==> src/rtl/game_pkg.sv <==
// Shared game-flow types and default constants for the stage sequencer.
// The 3-bit state encoding is visible on gameState for display muxing.
package game_pkg;

    typedef enum logic [2:0] {
        IDLE       = 3'd0,
        PLAYING    = 3'd1,
        STAGE_WON  = 3'd2,
        STAGE_LOST = 3'd3,
        GAME_WON   = 3'd4,
        PAUSED     = 3'd5
    } gameState_e;

    localparam int NUM_LEVELS_DEF  = 3;
    localparam int MAX_TIME_DEF    = 60;
    localparam int BASE_TARGET_DEF = 100;
    localparam int TARGET_STEP_DEF = 150;

    function automatic logic [15:0] levelTarget(input logic [3:0] lvl, input int base,
                                                input int step);
        return 16'(base + int'(lvl) * step);
    endfunction

endpackage

==> src/rtl/stage_sequencer_if.sv <==
// Link between the sequencer and the object stage: the stage reports deliveries and
// status; the sequencer enables the stage and strobes level advances.
interface stage_sequencer_if;

    // goldValid and the stage status bits are single-cycle qualifiers with no
    // back-pressure: the sequencer samples goldValue on every cycle goldValid is high.
    logic        goldValid;
    logic [7:0]  goldValue;
    logic        stagePassed;
    logic        stageFailed;
    logic        stageEnable;
    logic        cycleLevel;

    modport master (
        input  goldValid, goldValue, stagePassed, stageFailed,
        output stageEnable, cycleLevel
    );

    modport slave (
        output goldValid, goldValue, stagePassed, stageFailed,
        input  stageEnable, cycleLevel
    );

endinterface

==> src/rtl/stage_countdown.sv <==
// Per-stage seconds countdown: load reloads, tick decrements unless frozen,
// and the count holds at zero rather than wrapping.
module stage_countdown #(
    parameter int MAX_TIME = 60
) (
    input  logic       clk,
    input  logic       resetN,
    input  logic       load,
    input  logic       tick,
    input  logic       freeze,
    output logic [6:0] timerSec,
    output logic       expired
);

    always_ff @(posedge clk or negedge resetN) begin
        if (!resetN) begin
            timerSec <= '0;
        end else if (load) begin
            timerSec <= 7'(MAX_TIME);
        end else if (tick && !freeze && (timerSec != '0)) begin
            timerSec <= timerSec - 7'd1;
        end
    end

    assign expired = (timerSec == '0);

endmodule

==> src/rtl/stage_sequencer.sv <==
// Game-flow controller: IDLE/PLAYING/result FSM, money, level target and countdown.
// Optional pause support is built when STAGE_PAUSE_EN is defined.
module stage_sequencer
    import game_pkg::*;
#(
    parameter int NUM_LEVELS  = NUM_LEVELS_DEF,
    parameter int MAX_TIME    = MAX_TIME_DEF,
    parameter int BASE_TARGET = BASE_TARGET_DEF,
    parameter int TARGET_STEP = TARGET_STEP_DEF
) (
    input  logic               clk,
    input  logic               resetN,
    input  logic               startKey,
    input  logic               oneSecPulse,
    input  logic               pauseKey,
    stage_sequencer_if.master  stageBus,
    output logic [3:0]         levelNum,
    output logic [6:0]         timerSec,
    output logic [15:0]        money,
    output logic [15:0]        target,
    output logic [2:0]         gameState,
    output logic               gameWon
);

    gameState_e  state, nextState;
    logic [16:0] sumWide;
    logic [15:0] moneyAdd, moneyNext;
    logic        loadTimer, advance, lastLevel, timerExpired;
    logic        stageEnableQ, cycleLevelQ;

    stage_countdown #(.MAX_TIME(MAX_TIME)) countdown (
        .clk     (clk),
        .resetN  (resetN),
        .load    (loadTimer),
        .tick    (oneSecPulse),
        .freeze  (state != PLAYING),
        .timerSec(timerSec),
        .expired (timerExpired)
    );

`ifndef STAGE_PAUSE_EN
    logic unusedPauseKey;
    assign unusedPauseKey = pauseKey;
`endif

    always_comb begin
        sumWide   = {1'b0, money} + {9'd0, stageBus.goldValue};
        moneyAdd  = sumWide[16] ? 16'hFFFF : sumWide[15:0];
        lastLevel = (levelNum == 4'(NUM_LEVELS - 1));
        moneyNext = money;
        nextState = state;
        loadTimer = 1'b0;
        advance   = 1'b0;
        case (state)
            IDLE: begin
                if (startKey) begin
                    nextState = PLAYING;
                    moneyNext = '0;
                    loadTimer = 1'b1;
                end
            end
            PLAYING: begin
                if (stageBus.goldValid) moneyNext = moneyAdd;
                // Judging uses moneyNext so a delivery in the judging cycle still counts.
                if (stageBus.stageFailed) begin
                    nextState = STAGE_LOST;
                end else if (timerExpired || stageBus.stagePassed) begin
                    nextState = (moneyNext >= target) ? STAGE_WON : STAGE_LOST;
`ifdef STAGE_PAUSE_EN
                end else if (pauseKey) begin
                    nextState = PAUSED;
`endif
                end
            end
            STAGE_WON: begin
                if (startKey) begin
                    if (lastLevel) begin
                        nextState = GAME_WON;
                    end else begin
                        nextState = PLAYING;
                        advance   = 1'b1;
                        loadTimer = 1'b1;
                    end
                end
            end
            STAGE_LOST, GAME_WON: begin
                if (startKey) nextState = IDLE;
            end
`ifdef STAGE_PAUSE_EN
            PAUSED: begin
                if (pauseKey) nextState = PLAYING;
            end
`endif
            default: nextState = IDLE;
        endcase
    end

    always_ff @(posedge clk or negedge resetN) begin
        if (!resetN) begin
            state        <= IDLE;
            money        <= '0;
            levelNum     <= '0;
            target       <= 16'(BASE_TARGET);
            stageEnableQ <= 1'b0;
            cycleLevelQ  <= 1'b0;
            gameWon      <= 1'b0;
        end else begin
            state        <= nextState;
            money        <= moneyNext;
            cycleLevelQ  <= advance;
            stageEnableQ <= (nextState == PLAYING) || (nextState == PAUSED);
            gameWon      <= (nextState == GAME_WON);
            if ((state == IDLE) && startKey) begin
                levelNum <= '0;
                target   <= 16'(BASE_TARGET);
            end else if (advance) begin
                levelNum <= levelNum + 4'd1;
                target   <= levelTarget(levelNum + 4'd1, BASE_TARGET, TARGET_STEP);
            end
        end
    end

    assign gameState            = state;
    assign stageBus.stageEnable = stageEnableQ;
    assign stageBus.cycleLevel  = cycleLevelQ;

endmodule

==> src/flat_wrapper.sv <==
// flat-port wrapper written by rule: the top's interface ports become plain ports
module stage_sequencer_flat import game_pkg::*;
#(
    parameter int NUM_LEVELS  = NUM_LEVELS_DEF,
    parameter int MAX_TIME    = MAX_TIME_DEF,
    parameter int BASE_TARGET = BASE_TARGET_DEF,
    parameter int TARGET_STEP = TARGET_STEP_DEF
)
  (clk, resetN, startKey, oneSecPulse, pauseKey, levelNum, timerSec, money, target, gameState, gameWon, stageBus_goldValid, stageBus_goldValue, stageBus_stagePassed, stageBus_stageFailed, stageBus_stageEnable, stageBus_cycleLevel);
  stage_sequencer_if stageBus_i ();
  input  logic clk;
  input  logic resetN;
  input  logic startKey;
  input  logic oneSecPulse;
  input  logic pauseKey;
  output logic [3:0] levelNum;
  output logic [6:0] timerSec;
  output logic [15:0] money;
  output logic [15:0] target;
  output logic [2:0] gameState;
  output logic gameWon;
  input wire logic [$bits(stageBus_i.goldValid)-1:0] stageBus_goldValid;
  input wire logic [$bits(stageBus_i.goldValue)-1:0] stageBus_goldValue;
  input wire logic [$bits(stageBus_i.stagePassed)-1:0] stageBus_stagePassed;
  input wire logic [$bits(stageBus_i.stageFailed)-1:0] stageBus_stageFailed;
  output wire logic [$bits(stageBus_i.stageEnable)-1:0] stageBus_stageEnable;
  output wire logic [$bits(stageBus_i.cycleLevel)-1:0] stageBus_cycleLevel;
  assign stageBus_i.goldValid = stageBus_goldValid;
  assign stageBus_i.goldValue = stageBus_goldValue;
  assign stageBus_i.stagePassed = stageBus_stagePassed;
  assign stageBus_i.stageFailed = stageBus_stageFailed;
  assign stageBus_stageEnable = stageBus_i.stageEnable;
  assign stageBus_cycleLevel = stageBus_i.cycleLevel;
  stage_sequencer #(.NUM_LEVELS(NUM_LEVELS), .MAX_TIME(MAX_TIME), .BASE_TARGET(BASE_TARGET), .TARGET_STEP(TARGET_STEP)) u_core (.clk(clk), .resetN(resetN), .startKey(startKey), .oneSecPulse(oneSecPulse), .pauseKey(pauseKey), .stageBus(stageBus_i), .levelNum(levelNum), .timerSec(timerSec), .money(money), .target(target), .gameState(gameState), .gameWon(gameWon));
endmodule
==> config.mk <==
export PLATFORM = sky130hd
export DESIGN_NAME = stage_sequencer_flat
export DESIGN_NICKNAME = d
export VERILOG_FILES = /design/src/rtl/game_pkg.sv /design/src/rtl/stage_sequencer_if.sv /design/src/rtl/stage_countdown.sv /design/src/rtl/stage_sequencer.sv /design/src/flat_wrapper.sv
export SDC_FILE = /design/constraint.sdc
export NUM_CORES = 1
export LEC_CHECK = 0
export ABC_AREA = 1
export BUFFER_PORTS_ARGS = -buffer_cell sky130_fd_sc_hd__buf_2
export CAP_MARGIN = 25
export CORE_ASPECT_RATIO = 0.9
export CORE_MARGIN = 1.5
export CORE_UTILIZATION = 35
export DETAILED_ROUTE_END_ITERATION = 10
export PLACE_DENSITY_LB_ADDON = 0.2
export SETUP_SLACK_MARGIN = 0.15
export SYNTH_ARGS = -nofsm -noshare
export SYNTH_HDL_FRONTEND = slang
export SYNTH_HIERARCHICAL = 1
export SYNTH_SLANG_ARGS = --single-unit
==> constraint.sdc <==
create_clock -name clk -period 5.4 [get_ports clk]
set_input_delay 0.27 -clock clk [delete_from_list [all_inputs] [get_ports clk]]
set_output_delay 0.27 -clock clk [all_outputs]
set_load 0.05 [all_outputs]
After elaboration in Yosys (flattened, before gate mapping) --
Cells that the tools add are included.
Word-level totals: word-level logic and storage cells 62, bits in latches 0, flip-flop bits (word level) 49, input bits 16, output and inout port bits 49, bits in writable memories 0, memory bits (read-only) 0, memories kept 0
Operators by class: shift operators 0, order comparisons 1, reduce and logical (&&, ||, !) cells 14, $mul 1, bitwise gates (word level) 0, divide/modulo/power cells 0, multiplexer cells 24, equal/unequal tests 10, $add $sub $neg 4
Operator list (count):
- $mux W16 | 6
- $pmux W16 S2 | 1
- $mux W3 | 6
- $add A16 B8 Y17 | 1
- $add A8 B16 Y16 const A | 1
- $ge A16 B16 Y1 | 1
- $mux W7 | 2
- $pmux W3 S4 | 1
- $mul A4 B7 Y11 const B | 1
- $eq A3 B3 Y1 const B | 3
- $mux W4 | 2
- $logic_not A7 Y1 | 1
- $reduce_bool A7 Y1 | 1
- $sub A7 B1 Y7 const B | 1
- $eq A3 B1 Y1 const B | 2
- $eq A3 B2 Y1 const B | 2
- $reduce_bool A2 Y1 | 3
- $mux W1 | 5
- $add A4 B1 Y4 const B | 1
- $eq A4 B2 Y1 const B | 1
- $logic_and A1 B1 Y1 | 3
- $logic_not A3 Y1 | 1
- $ne A3 B1 Y1 const B | 1
- $logic_or A1 B1 Y1 | 2
- 5 further kinds | 5

Logic depth before layout (Yosys ltp) --
depth in word-level cells 11, gate-level depth with buffers 22, depth with buffers taken out 22

Modules after synthesis --
The synthesis kept the hierarchy.
By module, submodules not included:
- stage_sequencer | area each 3190.6 um2, instances 1, sequential area each 929.6 um2, cells an instance 434
- stage_countdown | area each 471.7 um2, instances 1, sequential area each 175.2 um2, cells an instance 67

Least setup slack after synthesis --
Ideal clock, no wire load.
path type reg2reg, start reg u_core.levelNum[0], end reg u_core.target[11], library setup time 0.129 ns, cell stages (with the launch flop) 19, arrival 3.435 ns, clock period less this slack 3.565 ns, slack 1.835 ns, buffers on the path 1, required time 5.271 ns, path through dfrtp_1 buf_2 nand3_1 xor2_1 inv_1 ha_1 inv_1 fa_1 inv_1 ha_1 nand3_1 nand3_1 a21oi_1 o21bai_2 xor2_1 inv_1 nand3_1 o21ai_0 nand3_1
On the way: longest elaborated chain between the ends 5, elaborated cells between the ends (all ways) 10, those cells by class 2 x add/sub; 1 x mul; 1 x eq/ne; 5 x mux; 1 x reduce/logical
RTL lines:
- start: declaration | RTL line stage_sequencer.sv:17 | output logic [3:0] levelNum,
- start signal: assignment | RTL line stage_sequencer.sv:117 | levelNum <= levelNum + 4'd1;
- $add A4 B1 Y4 or $eq A4 B2 Y1 (tied branches) | RTL line stage_sequencer.sv:118, stage_sequencer.sv:49
- $mul A4 B7 Y11 or $mux W1 (tied branches) | RTL line game_pkg.sv:21, stage_sequencer.sv:77
- $add A8 B16 Y16 or $mux W1 (tied branches) | RTL line game_pkg.sv:21, stage_sequencer.sv:76
- $mux W16 or $mux W1 (tied branches) | RTL line stage_sequencer.sv:116, stage_sequencer.sv:54
- $mux W16 or $reduce_bool A2 Y1 (tied branches)
- end signal: assignment | RTL line stage_sequencer.sv:103 | target <= 16'(BASE_TARGET);
- end signal: assignment | RTL line stage_sequencer.sv:115 | target <= 16'(BASE_TARGET);
- end signal: assignment | RTL line stage_sequencer.sv:118 | target <= levelTarget(levelNum + 4'd1, BASE_TARGET, TARGET_STEP);
- end: declaration | RTL line stage_sequencer.sv:20 | output logic [15:0] target,
Several ways; a longest one is shown, not always the timed one. The select of a mux whose other input is x is not followed. A chain may end at the register's enable or synchronous reset.

Worst setup path after layout --
start reg u_core.levelNum[0], end reg u_core.target[10]
The elaborated chain is that of the path after synthesis.

==> impl_metrics.json <==
{
  "outcome": "finished clean",
  "critPathSlowestCell": "dfrtp_1",
  "cts.sinks": 44,
  "place_ws_ps": 1770,
  "grtUsageTotal": 0.172,
  "port_buffers": 59,
  "core.rowCount": 35,
  "finalSetupViolCount": 0,
  "nFillCells": 1069,
  "clkTransAtPathRegs_ps": 60,
  "crit_arrival_ps": 3880,
  "drc_errors": 0,
  "grt_pass1_wl_um": 15600,
  "io_pins": 65,
  "skew_ps": 8.06,
  "yosysWarningCount": 6,
  "synth_area_leaders": "dfrtp_1, ha_1, nand2_1",
  "grtUsageMet1": 0.224,
  "async_flop_share": 1.00,
  "grt_overflow": 0,
  "timing.final.ws_setup_ps": 1730,
  "cap_violations": 0,
  "grt_max_degree": 25,
  "cts_buffers": 5,
  "slew_viol_final": 0,
  "hpwl_um": 7340,
  "cp_slowest_stage_delay_ps": 560,
  "postRouteAntennaNets": 0,
  "synth_most_common_cell": "nand2_1",
  "layout-drive-gt1-share": 0.192,
  "rsz0062_at_grt": "false",
  "crit_path_frequent_cell": "inv_1",
  "synth_top_area_frac": 0.280,
  "ir_drop_mv": 0.290,
  "wirelength_um": 9330,
  "cp_num_buf_inv": 4,
  "gp_congestion": 0.815,
  "cp_data_required_time_ps": 5610,
  "cp-start-kind": "register",
  "finalWorstPathRequiredPeriod_ps": 3670,
  "antenna_found_initial": 0,
  "cp-startpoint": "u_core/levelNum[0]",
  "clkLatencyLatePin_ps": 280,
  "tns_ps": 0,
  "cts_tree": "done",
  "drtIter0Drc": 198,
  "powerDensity_nw_per_um2": 538,
  "die_area_sq_um": 11100,
  "worstPathCellList": "ha_1 > xnor2_2 > inv_1 > ha_1 > inv_1 > fa_1 > inv_1 > ha_1 > xor2_1 > inv_1 > and3_1 > nor2_1 > nand2_1 > o21ai_0 > nand3_1 > o21ai_1",
  "hold_slack_ps": 275,
  "crit_family": "adder cells",
  "area_delta_synth_final_pct": 16.1,
  "finalHoldViolations": 0,
  "synth_cell_type_count": 48,
  "num_vias": 3452,
  "ys.flop_type": "dfrtp_1",
  "grt_util_met3": 0.0338,
  "relSlewSlack": 0.592,
  "worst_pin_slew_ps": 610,
  "nNetsFinal": 614,
  "r2r_start": "u_core/levelNum[0]",
  "clock-root-buffer": "clkbuf_16",
  "yosysTopAreaCell": "dfrtp_1",
  "netlist_instances": 501,
  "viasPerCell": 5.00,
  "hp-start": "startKey",
  "fmax_ghz": 0.272,
  "ys_ff_latch": 44,
  "syn_avg_cell_area_sq_um": 7.31,
  "die_w_um": 111,
  "stdcell_count": 691,
  "wire_per_inst_um": 13.5,
  "initial_core_util": 0.359,
  "critPathKind": "reg -> reg",
  "grt.met2_usage": 0.296,
  "leakage_uw": 0.00232,
  "busiest_layer": "met2",
  "hold_path_class": "in -> reg",
  "drt_pass1_iterations": 4,
  "h-tree-depth": 2,
  "synth_commonest_cells": "nand2_1, inv_1, nand3_1",
  "final_core_util": 0.417,
  "clk_path_buf_depth": 2,
  "syn_area_sq_um": 3660,
  "diodes": 0,
  "synth_edf_count": 0,
  "place_inst": 682,
  "end_kind": "register",
  "first_global_vias": 3354,
  "min_period_over_period": 0.680,
  "die_h_um": 100,
  "core_region_area_sq_um": 10200,
  "seq_area_frac_synth": 0.302,
  "cp_max_fo": 13
}
layer usage:
| metal | up-vias | wire [um] |
|---|---|---|
| li1 | 1733 | - |
| met5 | - | 0 |
| met3 | 8 | 459 |
| met2 | 82 | 4310 |
| met1 | 1629 | 4450 |
| met4 | 0 | 111 |
stage by stage:
| stage | cell area, sq um | total power [uW] |
|---|---|---|
| 2_1_floorplan | 3670 | 1620 |
| 3_3_place_gp | 4060 | 1910 |
| 3_5_place_dp | 4080 | 1940 |
| 4_1_cts | 4250 | 2300 |
| 5_1_grt | 4250 | 2490 |
| 6_report | 4250 | 2290 |
layout make-up:
class,count,area [sq um],share of cell area
clock buffers,6,129,0.0303
multi-input cells,357,2150,0.505
repair buffers,61,325,0.0765
clock inverters,2,35.0,0.00824
flip-flops and latches,44,1100,0.260
inverters,92,350,0.0824
well taps,129,161,0.0380
where the power goes:
group	internal, uW	leakage [uW]	switching, uW
clock network	218	0.0000808	129
registers	420	0.000574	108
logic	413	0.00167	1000
cells in the final DEF, fill, tap and decap left out, drive strengths merged, types with 3 or more instances in the layout:
| cell type | n |
|---|---|
| nor2 | 48 |
| o21ai | 33 |
| o22ai | 10 |
| xor2 | 10 |
| dfstp | 3 |
| dfrtp | 41 |
| conb | 4 |
| xnor2 | 3 |
| clkbuf | 6 |
| nand4 | 6 |
| a22oi | 3 |
| buf | 60 |
| inv | 92 |
| nor3 | 4 |
| a21oi | 22 |
| o31ai | 3 |
| nand3 | 49 |
| nand2 | 110 |
| or2 | 4 |
| ha | 35 |
what timing repair did:
item,CTS,global route
setup buffers,0,0
hold buffers,1,0
endpoints found under the hold margin,20,0
gates resized for setup,0,0
cells by family after synthesis:
family          Yosys count  synth area share
xor+xnor                 13            0.0331
other cells               1           0.00102
buf+inv                 103             0.115
compound gates           78             0.125
fa+ha+maj                37             0.131
flops                    44             0.302
simple gates            225             0.294
registers in the layout (all words and copies together), names as in the netlist:
| name | count |
|---|---|
| u_core/gameState | 3 |
| u_core/stageBus.stageEnable | 1 |
| u_core/gameWon | 1 |
| u_core/target | 11 |
| u_core/countdown/timerSec | 7 |
| u_core/stageBus.cycleLevel | 1 |
| u_core/money | 16 |
| u_core/levelNum | 4 |
worst paths after layout:
check | slack, ps | depth (start not counted) | to
max | 1730 | 16 | u_core/target[10]
min | 270 | 2 | u_core/gameState[1]
max reg2reg | 1730 | 16 | u_core/target[10]
min reg2reg | 540 | 2 | u_core/target[11]
max in group asynchronous | 4310 | 3 | u_core/target[5]
min in group asynchronous | 500 | 2 | u_core/countdown/timerSec[3]
Power figures use the tool's default switching activity.
